===== config.mk =====
export PLATFORM = sky130hd
export DESIGN_NAME = shift_sequencer
export DESIGN_NICKNAME = d
export VERILOG_FILES = /design/src/rtl/shift_sequencer.sv
export SDC_FILE = /design/constraint.sdc
export NUM_CORES = 1
export LEC_CHECK = 0
export BUFFER_PORTS_ARGS = -buffer_cell sky130_fd_sc_hd__buf_2
export CORE_MARGIN = 4
export CORE_UTILIZATION = 45
export CTS_BUF_LIST = sky130_fd_sc_hd__clkbuf_16
export CTS_CLUSTER_SIZE = 14
export DETAILED_ROUTE_END_ITERATION = 12
export GPL_TIMING_DRIVEN = 0
export PLACE_DENSITY = 0.68
export SYNTH_ARGS = -nofsm -noshare
export SYNTH_HDL_FRONTEND = slang
export SYNTH_SLANG_ARGS = --single-unit

===== constraint.sdc =====
create_clock -name clock -period 5.6 [get_ports clock]
set_input_delay 1.12 -clock clock [delete_from_list [all_inputs] [get_ports clock]]
set_output_delay 1.12 -clock clock [all_outputs]
set_load 0.01 [all_outputs]

===== src/rtl/shift_sequencer.sv =====
// Multi-cycle 32-bit shifter: one power-of-two stage (16,8,4,2,1) per cycle,
// logical left or arithmetic right, with a start/ready/done handshake.
//
// state    | meaning
// ---------+-------------------------------------------------------
// ST_IDLE  | ready for a new operation, ready=1
// ST_SHIFT | applying stage idx to acc, busy=1
// ST_DONE  | result valid, done pulses for one cycle
module shift_sequencer #(
    parameter int WIDTH  = 32,
    parameter int NSTAGE = 5
) (
    input  logic              clock,
    input  logic              reset,
    input  logic              start,
    input  logic              op,
    input  logic [WIDTH-1:0]  data_in,
    input  logic [NSTAGE-1:0] shamt,
    input  logic              abort,
    output logic              ready,
    output logic              busy,
    output logic              done,
    output logic [WIDTH-1:0]  result
);

    typedef enum logic [1:0] {
        ST_IDLE  = 2'd0,
        ST_SHIFT = 2'd1,
        ST_DONE  = 2'd2
    } state_t;

    localparam logic [2:0] IDX_TOP = 3'(NSTAGE - 1);

    state_t              state_q,  state_d;
    logic [2:0]          idx_q,    idx_d;
    logic [WIDTH-1:0]    acc_q,    acc_d;
    logic [WIDTH-1:0]    result_q, result_d;
    logic [NSTAGE-1:0]   shamt_q,  shamt_d;
    logic                op_q,     op_d;
    logic                ready_q,  ready_d;
    logic                busy_q,   busy_d;
    logic                done_q,   done_d;
    logic [WIDTH-1:0]    acc_stage;

    // Shift by 2^s; SRA replicates the current bit 31, which never changes under SRA.
    function automatic logic [31:0] stage_shift(
        input logic [31:0] a,
        input logic        sra,
        input logic [2:0]  s
    );
        logic [31:0] r;
        r = a;
        case (s)
            3'd4: r = sra ? {{16{a[31]}}, a[31:16]} : {a[15:0], 16'h0000};
            3'd3: r = sra ? {{8{a[31]}},  a[31:8]}  : {a[23:0], 8'h00};
            3'd2: r = sra ? {{4{a[31]}},  a[31:4]}  : {a[27:0], 4'h0};
            3'd1: r = sra ? {{2{a[31]}},  a[31:2]}  : {a[29:0], 2'b00};
            3'd0: r = sra ? {a[31],       a[31:1]}  : {a[30:0], 1'b0};
            default: r = a;
        endcase
        return r;
    endfunction

    always_comb begin
        acc_stage = acc_q;
        if (shamt_q[idx_q]) begin
            acc_stage = stage_shift(acc_q, op_q, idx_q);
        end
    end

    always_comb begin
        state_d  = state_q;
        idx_d    = idx_q;
        acc_d    = acc_q;
        result_d = result_q;
        shamt_d  = shamt_q;
        op_d     = op_q;
        ready_d  = ready_q;
        busy_d   = busy_q;
        done_d   = done_q;

        case (state_q)
            ST_IDLE: begin
                if (start) begin
                    acc_d   = data_in;
                    op_d    = op;
                    shamt_d = shamt;
                    idx_d   = IDX_TOP;
                    state_d = ST_SHIFT;
                    ready_d = 1'b0;
                    busy_d  = 1'b1;
                end
            end

            ST_SHIFT: begin
                if (abort) begin
                    // Abort wins over the final stage: no result update, no done.
                    state_d = ST_IDLE;
                    idx_d   = IDX_TOP;
                    busy_d  = 1'b0;
                    ready_d = 1'b1;
                end else begin
                    acc_d = acc_stage;
                    if (idx_q == 3'd0) begin
                        result_d = acc_stage;
                        idx_d    = IDX_TOP;
                        state_d  = ST_DONE;
                        busy_d   = 1'b0;
                        done_d   = 1'b1;
                    end else begin
                        idx_d = idx_q - 3'd1;
                    end
                end
            end

            ST_DONE: begin
                state_d = ST_IDLE;
                done_d  = 1'b0;
                ready_d = 1'b1;
            end

            default: begin
                state_d = ST_IDLE;
                idx_d   = IDX_TOP;
                ready_d = 1'b1;
                busy_d  = 1'b0;
                done_d  = 1'b0;
            end
        endcase
    end

    always_ff @(posedge clock or negedge reset) begin
        if (!reset) begin
            state_q  <= ST_IDLE;
            idx_q    <= IDX_TOP;
            acc_q    <= '0;
            result_q <= '0;
            shamt_q  <= '0;
            op_q     <= 1'b0;
            ready_q  <= 1'b1;
            busy_q   <= 1'b0;
            done_q   <= 1'b0;
        end else begin
            state_q  <= state_d;
            idx_q    <= idx_d;
            acc_q    <= acc_d;
            result_q <= result_d;
            shamt_q  <= shamt_d;
            op_q     <= op_d;
            ready_q  <= ready_d;
            busy_q   <= busy_d;
            done_q   <= done_d;
        end
    end

    assign ready  = ready_q;
    assign busy   = busy_q;
    assign done   = done_q;
    assign result = result_q;

endmodule


[After elaboration in Yosys (flattened, before gate mapping)]
Cells that the tools add are included.
Cells by class
  add/subtract/negate cells: 1
  multiply operators: 0
  divide/modulo/power cells: 0
  $lt $le $gt $ge: 1
  equality and inequality tests: 11
  shifts and indexed selects: 0
  mux-type cells: 30
  bitwise logic cells: 3
  reductions and logical operators: 11
Operators by type and width (count)
  32-bit 2-to-1 mux: 8
  32-bit one-hot mux with 5 select lines: 1
  32-bit one-hot mux with 2 select lines: 1
  3-bit AND reduction: 4
  3-bit 2-to-1 mux: 3
  3-bit one-hot mux with 3 select lines: 1
  1-bit 2-to-1 mux: 8
  2-bit != test (second input constant): 4
  2-bit AND reduction: 4
  3-bit by 2-bit == test with 1-bit output (second input constant): 2
  2-bit 2-to-1 mux: 3
  3-bit by 4-bit less-than comparator with 1-bit output (second input constant): 1
  1-bit one-hot mux with 2 select lines: 2
  2-bit one-hot mux with 2 select lines: 1
  1-bit binary-select mux with 3-bit select: 1
  3-bit by 1-bit == test with 1-bit output (second input constant): 1
  3-bit == test (second input constant): 1
  3-bit zero test: 1
  3-bit != test (second input constant): 1
  1-bit NOT: 3
  1-bit one-hot mux with 3 select lines: 1
  3-bit by 1-bit subtractor with 3-bit output (second input constant): 1
  2-bit by 1-bit == test with 1-bit output (second input constant): 1
  2-bit == test (second input constant): 1
  2 further kinds: 2
Word-level totals
  flip-flop bits (word level): 78
  bits in latches: 0
  bits in writable memories: 0
  memory bits (read-only): 0
  input port bits: 42
  word-level logic and storage cells: 66
  memories kept: 0

[Longest topological paths before layout]
Gate-level depths: netlist of run 1.
  depth in word-level cells: 5
  depth in mapped cells: 8
  mapped depth without buffers: 6

[Worst setup path before layout of run 1]
No wires, ideal clock.
  path kind: input-to-reg
  start point: input port abort
  end point: register acc_q[12]
  arrival time: 2224 ps
  data required time: 5477 ps
  slack: 3253 ps
  stages: 7
  path through: nor2_1 nand2_1 a21oi_1 buf_2 clkbuf_1 nand2_1 o221a_2
Between the ends
  longest elaborated chain between the ends: 2
Ends and longest elaborated chain
  start, declared: line 19  | input logic abort,
  2-bit != test (no line)
  3-bit AND reduction (no line)
  end signal, assigned: line 136  | acc_q <= '0;
  end signal, assigned: line 146  | acc_q <= acc_d;
  end, declared: line 36  | logic [WIDTH-1:0] acc_q, acc_d;
Every way passes these cells.
A chain may end at the register's enable or synchronous reset.

[Final worst setup path of run 1]
  start point: input port abort
  end point: register acc_q[19]
The elaborated chain is that of the path after synthesis.

==> impl_metrics.ini, run 1 <==
[global_route]
grt_start_max_net_pins = 45
antenna_found_initial = 0
grt_usage_pct = 31.1
grt_overflow = 0
grt_pass1_vias = 5792
grt_pass1_wl_um = 34400

[floorplanning]
die-area_um2 = 14700
core-area_um2 = 12600
start_util_pct = 45.9
ioPinCount = 77
die_w_um = 121
core.rowCount = 41
dieHeight_um = 121

[placed_design]
dp_cells = 900
dp_hpwl_um = 16500
post_dp_cell_area_um2 = 6390
gp_congestion = 0.993
port_buffers = 76

[logic_synthesis]
postSynthAreaPerCell_um2 = 8.87
syn_inst = 651
syn-cell-area_um2 = 5770
ys_seq_elements = 78
synth_ff_type = dfrtp_1
synth_enable_flop_cells = 0
synth.yosys.seq_area_share_pct = 33.8
async_reset_ff_share_pct = 100
ys.warnings.count = 0
synth.distinct_cells = 64
syn-num-nets = 693

[setup_path]
cp-start-kind = input port
critical_path_class = in2reg
cp.arrival_ns = 2.93
path_max_fanout = 10
required_ns = 5.84
cp-end-kind = flip-flop

[final_layout]
final_common_cell = buf_2
diodes = 0
mostFrequentLayoutCells = buf_2 (94), nand2_1 (87), dfrtp_1 (76), a21oi_1 (75), mux2i_1 (51)
fillers = 1202
area_growth_syn_to_layout_pct = 15.3
final_area_um2 = 6660
final_layout_size_suffix_gt1_share_pct = 27.0
final_cells = 916
fin_nets = 781
fin_util_pct = 53.0

[power]
peakVddDrop_mv = 0.258
leakage_uw = 0.00293
p_per_area_nw_per_um2 = 709

[clocking]
cts-root-buf = clkbuf_16
htreeDepth = 3
cts_setup_buffers = 0
clkSinkCount = 78
cts_max_path_buffers = 2
clkLatencyLatePin_ns = 0.35
cts_buffers = 9
cts_tree = done
post_cts_resized = 0
cts.reportedPaths.clkPinSlew_ns = 0.06
holdBufCountCts = 0

[sta]
setup_violations = 0
max_freq_mhz = 371
worst_pin_slew_ns = 0.676
hold_viol_final = 0
rsz0062_at_grt = false
skew_ns = 0.00794
timing.final.crit_share_pct = 48.2
finalSetupTns_ns = 0
timing.final.max_slew_violations = 0
slew_headroom_pct = 54.9
min_period_ns = 2.70
timing.hold.ws_ns = 0.476

[drt]
drc = 0
dr.pass1.iters = 6
drt-total-wl_um = 22600
ant_nets = 0
avgViaCountPerCell = 6.31
wl_per_cell_um = 24.7
drtIter0Drc = 555
num_vias = 5779

[flow_run]
maxCapViolations = 0

[run_status]
status = completed

[worst_hold_path]
hold_path.class = reg2reg
-- flip-flops by register name (all words and copies together) (netlist names) --
name / cells
acc_q: 32
busy: 1
done: 1
idx_q: 3
op_q: 1
ready: 1
result: 32
shamt_q: 5
state_q: 2
-- final timing paths --
check | start | to | slack (ns) | cells after the start
max in group asynchronous | reset | ready | 4.22 | 2
setup reg to reg | idx_q[2] | result[27] | 3.15 | 8
hold / removal | result[29] | result[29] | 0.48 | 2
hold reg to reg | result[29] | result[29] | 0.48 | 2
min in group asynchronous | reset | acc_q[27] | 0.73 | 1
setup / recovery | abort | acc_q[19] | 2.90 | 8
-- per-layer routing --
layer	GRT usage [%]	wire length [µm]	vias up
met5	0	0	-
li1	-	-	2591
met2	48.2	10300	289
met1	43.5	10000	2863
met3	7.18	1860	36
met4	9.10	436	0
-- layout make-up --
cell class	instances	area [µm²]	area share, %
Clock inverter	7	41.3	0.620
Timing Repair Buffer	77	403	6.05
Sequential cell	78	1950	29.3
Inverter	8	30.0	0.451
Buffer	74	440	6.61
Multi-Input combinational cell	491	3350	50.3
Tap cell	172	215	3.23
Clock buffer	9	225	3.38
-- synthesized netlist by cell type, types with 3 or more instances --
cell type	number	share of area [%]
nor4_2	5	1.1
o211ai_1	3	0.39
inv_1	7	0.46
dfrtp_1	76	33
a311oi_1	4	0.61
nand3_1	4	0.35
a22o_1	19	2.9
nor3_1	4	0.35
o21ai_0	25	2.2
buf_4	13	1.7
o21a_1	14	1.8
nor4_1	4	0.43
clkbuf_1	23	1.5
or3b_1	3	0.46
a2111o_1	4	0.78
nand2_1	87	5.7
o221a_2	30	5.9
nand2b_1	27	2.9
o22ai_1	25	2.7
a21oi_1	75	6.5
buf_6	12	2.3
nor2_1	16	1.0
o21ai_1	15	1.3
a211oi_1	4	0.52
buf_1	7	0.46
nor2b_1	8	0.87
a2111oi_2	5	1.3
mux2i_1	51	8.8
buf_2	19	1.6
and2_1	7	0.76
nand3b_1	5	0.65
or3_1	4	0.43
mux2_2	9	1.8
-- through the flow --
| step | setup slack [ns] | power [µW] |
|---|---|---|
| floorplan | 3.25 | 3120 |
| global placement | 2.61 | 4080 |
| detailed placement | 2.57 | 4100 |
| CTS | 2.93 | 4660 |
| global route | 2.73 | 5000 |
| finish | 2.90 | 4720 |
-- kinds of logic (layout without fill, tap and decap cells) --
group,count (synthesis),after routing,share of synthesized area (%)
AOI/OAI and AO/OA,243,243,30.0
buffers and inverters,82,175,8.15
DFF,78,78,33.8
muxes,62,62,11.2
and+or+nand+nor,186,186,16.8
-- critical path, cell delays in order --
cell	delay, ns
buf_2	0.12
nor2_1	0.13
nand2_1	0.28
a21oi_1	0.26
buf_2	0.31
clkbuf_1	0.44
nand2_1	0.11
o221a_2	0.15
-- power by group --
group          internal, µW  switching [µW]
registers               840             237
clock network           296             248
logic                  1190            1910
No activity file was read; power rests on OpenSTA's default activity.
==> run 2, diff against run 1 <==
Settings changed: PLACE_DENSITY 0.68 to 0.7.
Clock period 5.6 ns to 2.4 ns, I/O delays scaled along.
==> run 2 against run 1 <==
Compared with the run above:
- clock-buffer cell count unchanged
- setup slack got worse by 2.8 ns
- sequential power increased by 130%
- routed wire length increased by 1.3%
- clock skew about the same
- cell count unchanged
- critical path depth unchanged
- combinational power increased by 140%
- non-clock buffer count unchanged
- largest cell class unchanged
==> impl_metrics.ini, run 2 (synthesis gave the netlist of run 1 again) <==
[clocking]
cts_buffers = 9
clkLatencyLatePin_ns = 0.35
cts_tree = done
post_cts_resized = 1
cts_max_path_buffers = 2
htreeDepth = 3
cts_setup_buffers = 0
cts-root-buf = clkbuf_16
holdBufCountCts = 0
clkSinkCount = 78
cts.reportedPaths.clkPinSlew_ns = 0.06

[setup_path]
cp-start-kind = flip-flop
path_max_fanout = 10
cp-startpoint = idx_q[2]
worstPathCellList = buf_2, or3_4, buf_4, clkbuf_4, nor2_1, nor4_1, and2_1, o21ai_1
slowest_delay_ns = 0.52
r2r_end = result[21]
crit_buf_inv = 3
cp.arrival_ns = 2.54
r2r_cells = 8
critical_path_class = reg2reg
cp-end-kind = flip-flop
required_ns = 2.64
crit_slowest_cell = dfstp_2
r2r-start = idx_q[2]
regToRegSetupSlack_ns = 0.1
critical_path.top_delay_family = simple AND/OR/NAND/NOR gates

[global_route]
grt_start_max_net_pins = 46
grt_usage_pct = 31.7
grt_pass1_wl_um = 35400
grt_overflow = 0
grt_pass1_vias = 5762
antenna_found_initial = 0

[floorplanning]
dieHeight_um = 121
start_util_pct = 45.9
die_w_um = 121
die-area_um2 = 14700
ioPinCount = 77
core.rowCount = 41
core-area_um2 = 12600

[power]
p_sw_uw = 5690
sw_frac_of_total_pct = 49.6
p_int_uw = 5790
peakVddDrop_mv = 0.816
pwr-share-clk_pct = 14.1
comb_power_share_pct = 63.9
p_per_area_nw_per_um2 = 1700
p_seq_share_pct = 22.0
leakage_uw = 0.00299

[drt]
ant_nets = 0
num_vias = 5916
drtIter0Drc = 611
drt-total-wl_um = 22900
avgViaCountPerCell = 6.46
wl_per_cell_um = 25.0
drc = 0
dr.pass1.iters = 6

[final_layout]
diodes = 0
fin_nets = 781
area_growth_syn_to_layout_pct = 17.2
mostFrequentLayoutCells = buf_2 (92), nand2_1 (87), dfrtp_1 (76), a21oi_1 (75), mux2i_1 (51)
final_layout_size_suffix_gt1_share_pct = 28.2
final_area_um2 = 6770
final_common_cell = buf_2
fillers = 1179

[sta]
timing.final.crit_share_pct = 95.9
timing.final.max_slew_violations = 0
hold_viol_final = 0
setup_violations = 0
worst_pin_slew_ns = 0.699
slew_headroom_pct = 53.4
timing.hold.ws_ns = 0.0780
max_freq_mhz = 434
min_period_ns = 2.30
rsz0062_at_grt = false
skew_ns = 0.00786

[worst_hold_path]
hold_path.class = in2async

[placed_design]
post_dp_cell_area_um2 = 6390
dp_hpwl_um = 16700
port_buffers = 76
gp_congestion = 1.00

[flow_run]
maxCapViolations = 0

[run_status]
status = completed
## run 2: worst register-to-register path, stage by stage (launching register included)
cell and delay, ns:
dfstp_2 0.52, buf_2 0.18, or3_4 0.17, buf_4 0.20, clkbuf_4 0.31, nor2_1 0.09
nor4_1 0.45, and2_1 0.21, o21ai_1 0.07
## run 2: worst max-delay path by stage
| stage | end | cells after the start | slack (ns) |
|---|---|---|---|
| 5_1_grt | acc_q[14] | 8 | 0.02 |
| 3_3_place_gp | result[27] | 8 | -0.07 |
| 3_5_place_dp | result[27] | 8 | -0.05 |
| 2_1_floorplan | acc_q[6] | 7 | 0.49 |
| 4_1_cts | result[0] | 7 | 0.02 |
| 6_report | result[21] | 8 | 0.1 |
## run 2: power groups by stage
stage,Combinational [µW],Clock [µW],Sequential (µW)
2_1_floorplan,4800,0,2470
3_3_place_gp,7050,0,2500
3_5_place_dp,7090,0,2530
4_1_cts,7140,1650,2510
5_1_grt,7800,1710,2600
6_report,7340,1620,2520
## run 2: final cells by class
| type | count | area (µm²) | area share, % |
|---|---|---|---|
| multi-input combinational | 491 | 3370 | 49.8 |
| tap | 172 | 215 | 3.18 |
| buffer | 74 | 450 | 6.66 |
| clock buffer | 9 | 225 | 3.33 |
| inverter | 8 | 30.0 | 0.444 |
| clock inverter | 7 | 121 | 1.79 |
| sequential | 78 | 1950 | 28.9 |
| timing repair buffer | 77 | 403 | 5.95 |
## run 2: stage by stage
stage / setup WS (ns) / utilization, % / setup TNS (ns) / total power [µW] / std cells
after CTS: 0.0186 / 53.7 / 0 / 11300 / 916
after global routing: 0.0184 / 53.8 / 0 / 12100 / 916
after detailed placement: -0.0542 / 50.9 / -0.0542 / 9620 / 900
after floorplan: 0.490 / - / 0 / 7270 / 651
final: 0.0984 / 53.8 / 0 / 11500 / 916
after global placement: -0.0679 / 50.7 / -0.0763 / 9550 / 899
## run 2: routing by layer
| metal | up-vias | wire length (µm) | part of all wire [%] | GRT usage, % |
|---|---|---|---|---|
| li1 | 2597 | - | - | - |
| met1 | 2959 | 9950 | 43 | 45.6 |
| met2 | 325 | 10400 | 45 | 48.9 |
| met3 | 35 | 2040 | 8.9 | 5.13 |
| met4 | 0 | 501 | 2.2 | 10.4 |
| met5 | - | 0 | 0 | 0 |
